$ cat src/rtl/wb_pkg.sv
// wb_pkg: shared widths, write request type and register-zero address for the write-back stage
package wb_pkg;
    localparam int DATA_W = 32;
    localparam int ADDR_W = 5;
    typedef struct packed {
        logic [ADDR_W-1:0] addr;
        logic [DATA_W-1:0] data;
    } wb_req_t;
    localparam logic [ADDR_W-1:0] REG_ZERO = '0;
endpackage

$ cat src/rtl/wb_write_arbiter_if.sv
// wb_write_arbiter_if: ALU/load source handshakes and register-bank write port of the write-back stage
interface wb_write_arbiter_if #(parameter int FIFO_DEPTH = 4);
    import wb_pkg::*;
    localparam int CW = $clog2(FIFO_DEPTH) + 1;
    logic alu_valid, alu_ready, mem_valid, mem_ready, rf_we, busy;
    logic [ADDR_W-1:0] alu_addr, mem_addr, rf_waddr;
    logic [DATA_W-1:0] alu_data, mem_data, rf_wdata;
    logic [CW-1:0] fifo_count;
    modport master (
        output alu_valid, alu_addr, alu_data, mem_valid, mem_addr, mem_data,
        input alu_ready, mem_ready, rf_we, rf_waddr, rf_wdata, fifo_count, busy
    );
    modport slave (
        input alu_valid, alu_addr, alu_data, mem_valid, mem_addr, mem_data,
        output alu_ready, mem_ready, rf_we, rf_waddr, rf_wdata, fifo_count, busy
    );
endinterface

$ cat src/rtl/wb_fifo.sv
// wb_fifo: synchronous FIFO of write requests; DEPTH must be a power of two so pointers wrap naturally
module wb_fifo import wb_pkg::*; #(
    parameter int DEPTH = 4
) (
    input  logic                       clk,
    input  logic                       rst,
    input  logic                       push,
    input  wb_req_t                    din,
    input  logic                       pop,
    output wb_req_t                    dout,
    output logic                       full,
    output logic                       empty,
    output logic [$clog2(DEPTH):0]     count
);
    localparam int PW = $clog2(DEPTH);
    wb_req_t mem [DEPTH];
    logic [PW-1:0] wptr, rptr;
    logic do_push, do_pop;
    always_comb begin
        full = count == (PW+1)'(DEPTH);
        empty = count == '0;
        do_push = push && !full;
        do_pop = pop && !empty;
        dout = mem[rptr];
    end
    always_ff @(posedge clk)
        if (do_push) mem[wptr] <= din;
    always_ff @(posedge clk) begin
        if (rst) begin
            wptr <= '0;
            rptr <= '0;
            count <= '0;
        end else begin
            wptr <= wptr + PW'(do_push);
            rptr <= rptr + PW'(do_pop);
            count <= count + (PW+1)'(do_push) - (PW+1)'(do_pop);
        end
    end
endmodule

$ cat src/rtl/wb_write_arbiter.sv
// wb_write_arbiter: merges ALU results and FIFO-buffered load results onto the register-bank write port
// ALU has priority up to MAX_STARVE wins while loads wait; define WB_ZERO_SUPPRESS_EN to never write R0.
module wb_write_arbiter import wb_pkg::*; #(
    parameter int FIFO_DEPTH = 4,
    parameter int MAX_STARVE = 3
) (
    input logic clk,
    input logic rst,
    wb_write_arbiter_if.slave bus
);
    localparam int CW = $clog2(FIFO_DEPTH) + 1;
    wb_req_t head, win;
    logic full, empty, starved, alu_win, pop, wr, rf_we;
    logic [CW-1:0] count;
    logic [3:0] starve_cnt;
    logic [ADDR_W-1:0] rf_waddr;
    logic [DATA_W-1:0] rf_wdata;
    wb_fifo #(.DEPTH(FIFO_DEPTH)) u_fifo (
        .clk(clk),
        .rst(rst),
        .push(bus.mem_valid),
        .din(wb_req_t'{bus.mem_addr, bus.mem_data}),
        .pop(pop),
        .dout(head),
        .full(full),
        .empty(empty),
        .count(count)
    );
    always_comb begin
        starved = !empty && starve_cnt == 4'(MAX_STARVE);
        alu_win = bus.alu_valid && !starved;
        pop = !alu_win && !empty;
        win = alu_win ? wb_req_t'{bus.alu_addr, bus.alu_data} : head;
`ifdef WB_ZERO_SUPPRESS_EN
        wr = (alu_win || pop) && win.addr != REG_ZERO;
`else
        wr = alu_win || pop;
`endif
    end
    // an ALU win with loads waiting can only happen below the limit, so the count saturates by itself
    always_ff @(posedge clk) begin
        if (rst) begin
            rf_we <= 1'b0;
            rf_waddr <= '0;
            rf_wdata <= '0;
            starve_cnt <= '0;
        end else begin
            rf_we <= wr;
            if (wr) {rf_waddr, rf_wdata} <= win;
            starve_cnt <= (pop || empty) ? '0 : starve_cnt + 4'd1;
        end
    end
    assign bus.alu_ready = !starved;
    assign bus.mem_ready = !full;
    assign bus.rf_we = rf_we;
    assign bus.rf_waddr = rf_waddr;
    assign bus.rf_wdata = rf_wdata;
    assign bus.fifo_count = count;
    assign bus.busy = count != '0 || rf_we;
endmodule

$ cat src/flat_wrapper.sv
// flat-port wrapper written by rule: the top's interface ports become plain ports
module wb_write_arbiter_flat import wb_pkg::*;
#(
    parameter int FIFO_DEPTH = 4,
    parameter int MAX_STARVE = 3
)
  (clk, rst, bus_alu_valid, bus_alu_addr, bus_alu_data, bus_mem_valid, bus_mem_addr, bus_mem_data, bus_alu_ready, bus_mem_ready, bus_rf_we, bus_rf_waddr, bus_rf_wdata, bus_fifo_count, bus_busy);
  wb_write_arbiter_if #(.FIFO_DEPTH(FIFO_DEPTH)) bus_i ();
  input logic clk;
  input logic rst;
  input wire logic [$bits(bus_i.alu_valid)-1:0] bus_alu_valid;
  input wire logic [$bits(bus_i.alu_addr)-1:0] bus_alu_addr;
  input wire logic [$bits(bus_i.alu_data)-1:0] bus_alu_data;
  input wire logic [$bits(bus_i.mem_valid)-1:0] bus_mem_valid;
  input wire logic [$bits(bus_i.mem_addr)-1:0] bus_mem_addr;
  input wire logic [$bits(bus_i.mem_data)-1:0] bus_mem_data;
  output wire logic [$bits(bus_i.alu_ready)-1:0] bus_alu_ready;
  output wire logic [$bits(bus_i.mem_ready)-1:0] bus_mem_ready;
  output wire logic [$bits(bus_i.rf_we)-1:0] bus_rf_we;
  output wire logic [$bits(bus_i.rf_waddr)-1:0] bus_rf_waddr;
  output wire logic [$bits(bus_i.rf_wdata)-1:0] bus_rf_wdata;
  output wire logic [$bits(bus_i.fifo_count)-1:0] bus_fifo_count;
  output wire logic [$bits(bus_i.busy)-1:0] bus_busy;
  assign bus_i.alu_valid = bus_alu_valid;
  assign bus_i.alu_addr = bus_alu_addr;
  assign bus_i.alu_data = bus_alu_data;
  assign bus_i.mem_valid = bus_mem_valid;
  assign bus_i.mem_addr = bus_mem_addr;
  assign bus_i.mem_data = bus_mem_data;
  assign bus_alu_ready = bus_i.alu_ready;
  assign bus_mem_ready = bus_i.mem_ready;
  assign bus_rf_we = bus_i.rf_we;
  assign bus_rf_waddr = bus_i.rf_waddr;
  assign bus_rf_wdata = bus_i.rf_wdata;
  assign bus_fifo_count = bus_i.fifo_count;
  assign bus_busy = bus_i.busy;
  wb_write_arbiter #(.FIFO_DEPTH(FIFO_DEPTH), .MAX_STARVE(MAX_STARVE)) u_core (.clk(clk), .rst(rst), .bus(bus_i));
endmodule
$ cat config.mk
export PLATFORM = sky130hd
export DESIGN_NAME = wb_write_arbiter_flat
export DESIGN_NICKNAME = d
export VERILOG_FILES = /design/src/rtl/wb_pkg.sv /design/src/rtl/wb_write_arbiter_if.sv /design/src/rtl/wb_fifo.sv /design/src/rtl/wb_write_arbiter.sv /design/src/flat_wrapper.sv
export SDC_FILE = /design/constraint.sdc
export NUM_CORES = 1
export LEC_CHECK = 0
export CAP_MARGIN = 40
export CORE_ASPECT_RATIO = 0.75
export CORE_MARGIN = 10
export CORE_UTILIZATION = 57
export DETAILED_ROUTE_END_ITERATION = 10
export PLACE_DENSITY = 0.8
export SETUP_SLACK_MARGIN = 0.5
export SYNTH_ARGS = -nofsm -noshare
export SYNTH_HDL_FRONTEND = slang
export SYNTH_SLANG_ARGS = --single-unit
$ cat constraint.sdc
create_clock -name clk -period 8.9 [get_ports clk]
set_input_delay 1.335 -clock clk [delete_from_list [all_inputs] [get_ports clk]]
set_output_delay 1.335 -clock clk [all_outputs]
set_load 0.01 [all_outputs]
### Word-level counts from Yosys, hierarchy flattened

Memory sizes are Yosys's and may differ from the RTL's. A register that Yosys moved wholly into a read port is not among the register bits.
Index checks and enable logic that the tools add are counted.

* flip-flop bits (word level): 49
* RAM bits: 148
* word-level logic and storage cells: 34
* memories: 1

* add/subtract/negate cells: 5
* equality and inequality tests: 2
* multiplexer cells: 4
* reductions and logical operators: 15

Memory list
* u_core.u_fifo.mem: depth 4, width 37, rd ports 1, clocked after memory_dff 1, wr ports 1, line wb_fifo.sv:16 `wb_req_t mem [DEPTH];`

Operators with widths (number)
* $mux W37: 1
* $logic_and A1 B1 Y1: 5
* $add A2 B1 Y2: 2
* $add A4 B1 Y4 const B: 1
* $eq A4 B2 Y1 const B: 1
* $logic_not A1 Y1: 4
* $add A3 B1 Y3: 1
* $eq A3 B3 Y1 const B: 1
* $logic_not A3 Y1: 1
* $logic_or A1 B1 Y1: 3
* $reduce_bool A3 Y1: 1
* $sub A3 B1 Y3: 1
* $mux W1: 2
* $mux W2: 1
* $reduce_or A2 Y1: 1

### Depth between registers and ports, before layout

* depth in word-level cells: 10
* gate-level depth with buffers: 11
* mapped depth without buffers: 11

### Hierarchy

From an unflattened synthesis, not the netlist that was laid out.

* cell total of the unflattened synthesis: 461
* area, all modules: 7718.7 um^2

Modules (own cells, without submodules)
* wb_fifo: instances 1, cells an instance 228, area an instance 5693.0 um^2, seq. area each 4584.4 um^2
* wb_write_arbiter: instances 1, cells an instance 233, area an instance 2025.7 um^2, seq. area each 840.8 um^2

### Worst setup path before layout

Ideal clock, no wire load.

* path kind: input -> register
* start point: in bus_mem_valid
* end point: mem u_core.u_fifo.mem[1][0] in the netlist's numbering, enable pin
* setup time: 0.485 ns
* data arrival time: 4.187 ns
* path slack: 4.227 ns
* stages: 2
* cells stage by stage: nand2_1 -> nor3b_1

* word-level cells in the longest chain between the ends: 3

Ends and longest elaborated chain
* from (decl): line flat_wrapper.sv:14 `input wire logic [$bits(bus_i.mem_valid)-1:0] bus_mem_valid;`
* $logic_and A1 B1 Y1: line wb_fifo.sv:22 `do_push = push && !full;`
* $mux W1: line wb_fifo.sv:27 `if (do_push) mem[wptr] <= din;`
* $mux W1 (not written as such): line wb_fifo.sv:27
* to (decl): line wb_fifo.sv:16

Every way passes these cells.

### Worst setup path after layout

* start point: reg u_core.u_fifo.count[1]
* end point: out bus_alu_ready

* word-level cells in the longest chain between the ends: 4

Ends and longest elaborated chain
* from (decl): line wb_fifo.sv:13 `output logic [$clog2(DEPTH):0] count`
* from (signal assigned): line wb_fifo.sv:36 `count <= count + (PW+1)'(do_push) - (PW+1)'(do_pop);`
* $logic_not A3 Y1: line wb_fifo.sv:21 `empty = count == '0;`
* $logic_not A1 Y1: line wb_write_arbiter.sv:30 `starved = !empty && starve_cnt == 4'(MAX_STARVE);`
* $logic_and A1 B1 Y1: line wb_write_arbiter.sv:30
* $logic_not A1 Y1: line wb_write_arbiter.sv:53 `assign bus.alu_ready = !starved;`
* to (decl): line flat_wrapper.sv:17 `output wire logic [$bits(bus_i.alu_ready)-1:0] bus_alu_ready;`

Every way passes these cells.

==> run_results.csv <==
group,metric,value,unit
critical_path,arrival,2.63,ns
grt,grt_overflow,0,
clock_network,cts.sinks,197,
min_path,min_from,"u_core.starve_cnt[0]",
synth,synthTopCellsByCount,"148 x edfxtp_1, 49 x dfxtp_1, 49 x nand2_1",
clock_network,cts_buffers,17,
synth,yosys.area.top_type,"edfxtp_1",
synth,synth.most_common_cell,"edfxtp_1",
drt,drt_iter0_drc,444,
floorplan,die_h,119,µm
clock_network,cts-root-buf,"clkbuf_16",
critical_path,crit_chain,"or3_4 > nand2_1 > clkdlybuf4s50_1",
drt,firstDrtPassIters,5,
synth,yosysWarnings,0,
critical_path,critPathKind,"flop to output port",
drt,num_vias,4480,
sta,setup_ws,4.93,ns
drt,routed_wirelength,16600,µm
critical_path,startpoint,"u_core.u_fifo.count[1]",
power,ir_worst_vdd,0.000203,V
cells_and_area,stdcell_count,760,
sta,final.setup.tns,0,ns
sta,period_minus_slack,3.97,ns
cells_and_area,syn_to_final_growth,27.6,%
synth,synth_edf_count,148,
run_status,status,"complete, no violations",
synth,avgSynthCellArea,16.7,µm²
place,dpl_worst_slack,4.73,ns
grt,track_usage,18.4,%
floorplan,die_w,153,µm
power,p_per_area,273,mW/mm²
clock_network,clk_latency,0.43,ns
critical_path,critPathCaptureType,"output port",
flow_run,cap_violations,0,
sta,min_period_over_period,44.6,%
synth,yosysSeqAreaShare,72.2,%
grt,grt_pass1_vias,4741,
place,io_buffers,121,
clock_network,post_cts_buffers,0,
floorplan,num_rows,36,
sta,drv_slew,0,
critical_path,path_buf_inv,1,
synth,synth_top_area_share,59.1,%
clock_network,tritoncts,"built",
floorplan,core_area,0.0129,mm²
sta,tightest_slew,0.858,ns
sta,relSlewSlack,42.6,%
cells_and_area,fin_nets,658,
place,place_inst,728,
cells_and_area,fillers,744,
critical_path,cp.required,7.57,ns
clock_network,cts_resized,0,
power,power.leakage,0.00326,µW
drt,ant_nets,0,
grt,grt_max_degree,32,
drt,vias_per_cell,5.89,
place,dpl.hpwl,11000,µm
sta,rsz0062_at_grt,"false",
synth,synthesis.nets,532,
synth,syn_area,0.00752,mm²
cells_and_area,drive_gt1_share,15.8,%
sta,setup_viol,0,
drt,drc,0,
critical_path,r2r_start,"u_core.starve_cnt[0]",
sta,fmax,252,MHz
drt,post_drt_wl_per_cell,21.8,µm
floorplan,dieArea,0.0182,mm²
critical_path,crit_path_max_incr_delay,0.67,ns
sta,worst_clock_skew,0.00743,ns
synth,synth.distinct_cells,37,
min_path,hold_path_class,"flop to flop",
synth,yosys_register_bits,197,
critical_path,cp-start-kind,"flop",
floorplan,start_util,58.1,%
critical_path,cp_max_fo,21,
place,gp_congestion,0.791,
clock_network,cts-htree-levels,4,
floorplan,ios,122,
synth,synthFlopType,"edfxtp_1",
critical_path,crit_family,"simple AND/OR/NAND/NOR gates",
synth,synth_cells,450,
clock_network,cts_hold_buf,0,
grt,grt_pass1_wl,26200,µm
synth,synthArstFlopShare,0,%
clock_network,clockBufferDepth,2,
clock_network,clk_pin_slew_worst_paths,0.07,ns
sta,hold_viol_final,0,
grt,antenna_found_initial,0,
critical_path,critPathSlowestCell,"clkdlybuf4s50_1",
synth,synth_area_leaders,"edfxtp_1 59%, dfxtp_1 13%, mux4_2 11%, nand2_1 2.4%, a21oi_1 2.2%",
cells_and_area,antennaDiodeCount,0,
==> flip-flops by register name, indices dropped and copies added, names as in the netlist <==
register             flops
u_core.u_fifo.mem      148
u_core.bus.rf_wdata     32
u_core.bus.rf_waddr      5
u_core.u_fifo.count      3
u_core.bus.rf_we         1
u_core.u_fifo.rptr       2
u_core.u_fifo.wptr       2
u_core.starve_cnt        4
==> report_power, final <==
| part | switching [µW] | internal [µW] |
|---|---|---|
| Clock | 318 | 459 |
| Combinational | 317 | 331 |
| Sequential | 71.5 | 1120 |
| Total | 707 | 1910 |
==> through the flow <==
| step | hold slack (ns) | area (µm²) | power (µW) | util (%) |
|---|---|---|---|---|
| floorplan | 0.418 | 7520 | 1590 | - |
| global placement | 0.433 | 8910 | 1820 | 68.9 |
| detailed placement | 0.465 | 8980 | 1860 | 69.5 |
| CTS | 0.474 | 9590 | 2640 | 74.2 |
| global route | 0.491 | 9590 | 2730 | 74.2 |
| finish | 0.465 | 9590 | 2620 | 74.2 |
==> worst paths after layout <==
kind                            cells after the start  slack [ns]                      end
worst min-delay path                                1        0.47     u_core.starve_cnt[0]
worst min register to register                      1        0.47     u_core.starve_cnt[0]
worst max-delay path                                3        4.93            bus_alu_ready
worst max register to register                      6        6.42  u_core.bus.rf_wdata[16]
==> routing by layer <==
metal | vias up | track usage [%] | wire, µm
met4 | 0 | 6.36 | 248
met5 | - | 0 | 0
met1 | 2262 | 23.0 | 6850
li1 | 2027 | - | -
met2 | 167 | 29.8 | 8430
met3 | 24 | 5.72 | 1030
==> kinds of logic after synthesis <==
kind of cell             synth area share [%]
AO/OA/AOI/OAI                            7.77
XOR/XNOR                                0.932
multiplexers                             11.1
AND/OR/NAND/NOR                          5.26
adder cells (fa/ha/maj)                 0.766
buffers and inverters                    2.00
flip-flops                               72.2
==> cell usage in the layout (no fill, tap or decap), types with 2 or more instances in the layout <==
| cell | count |
|---|---|
| nand2_1 | 49 |
| ha_1 | 3 |
| a311oi_1 | 15 |
| edfxtp_1 | 148 |
| a22o_1 | 6 |
| dfxtp_1 | 47 |
| a21o_1 | 6 |
| nor3_2 | 2 |
| clkbuf_16 | 18 |
| nor2_1 | 27 |
| inv_6 | 2 |
| buf_16 | 2 |
| o221ai_1 | 16 |
| a21oi_1 | 33 |
| buf_4 | 10 |
| clkinv_2 | 2 |
| inv_1 | 4 |
| xnor2_1 | 4 |
| xor2_1 | 4 |
| clkdlybuf4s50_1 | 121 |
| clkinvlp_4 | 4 |
| nor3b_2 | 3 |
| nor2b_1 | 2 |
| bufinv_16 | 3 |
| dfxtp_2 | 2 |
| mux4_2 | 37 |
| clkbuf_1 | 3 |
==> cell type report <==
type	count	area, µm²	share of cell area, %
sequential	197	5430	56.6
multi-input combinational	221	1960	20.5
timing repair buffer	134	1360	14.2
clock buffer	21	462	4.81
tap	171	214	2.23
clock inverter	11	148	1.54
inverter	5	18.8	0.196
Power figures use the tool's default switching activity.
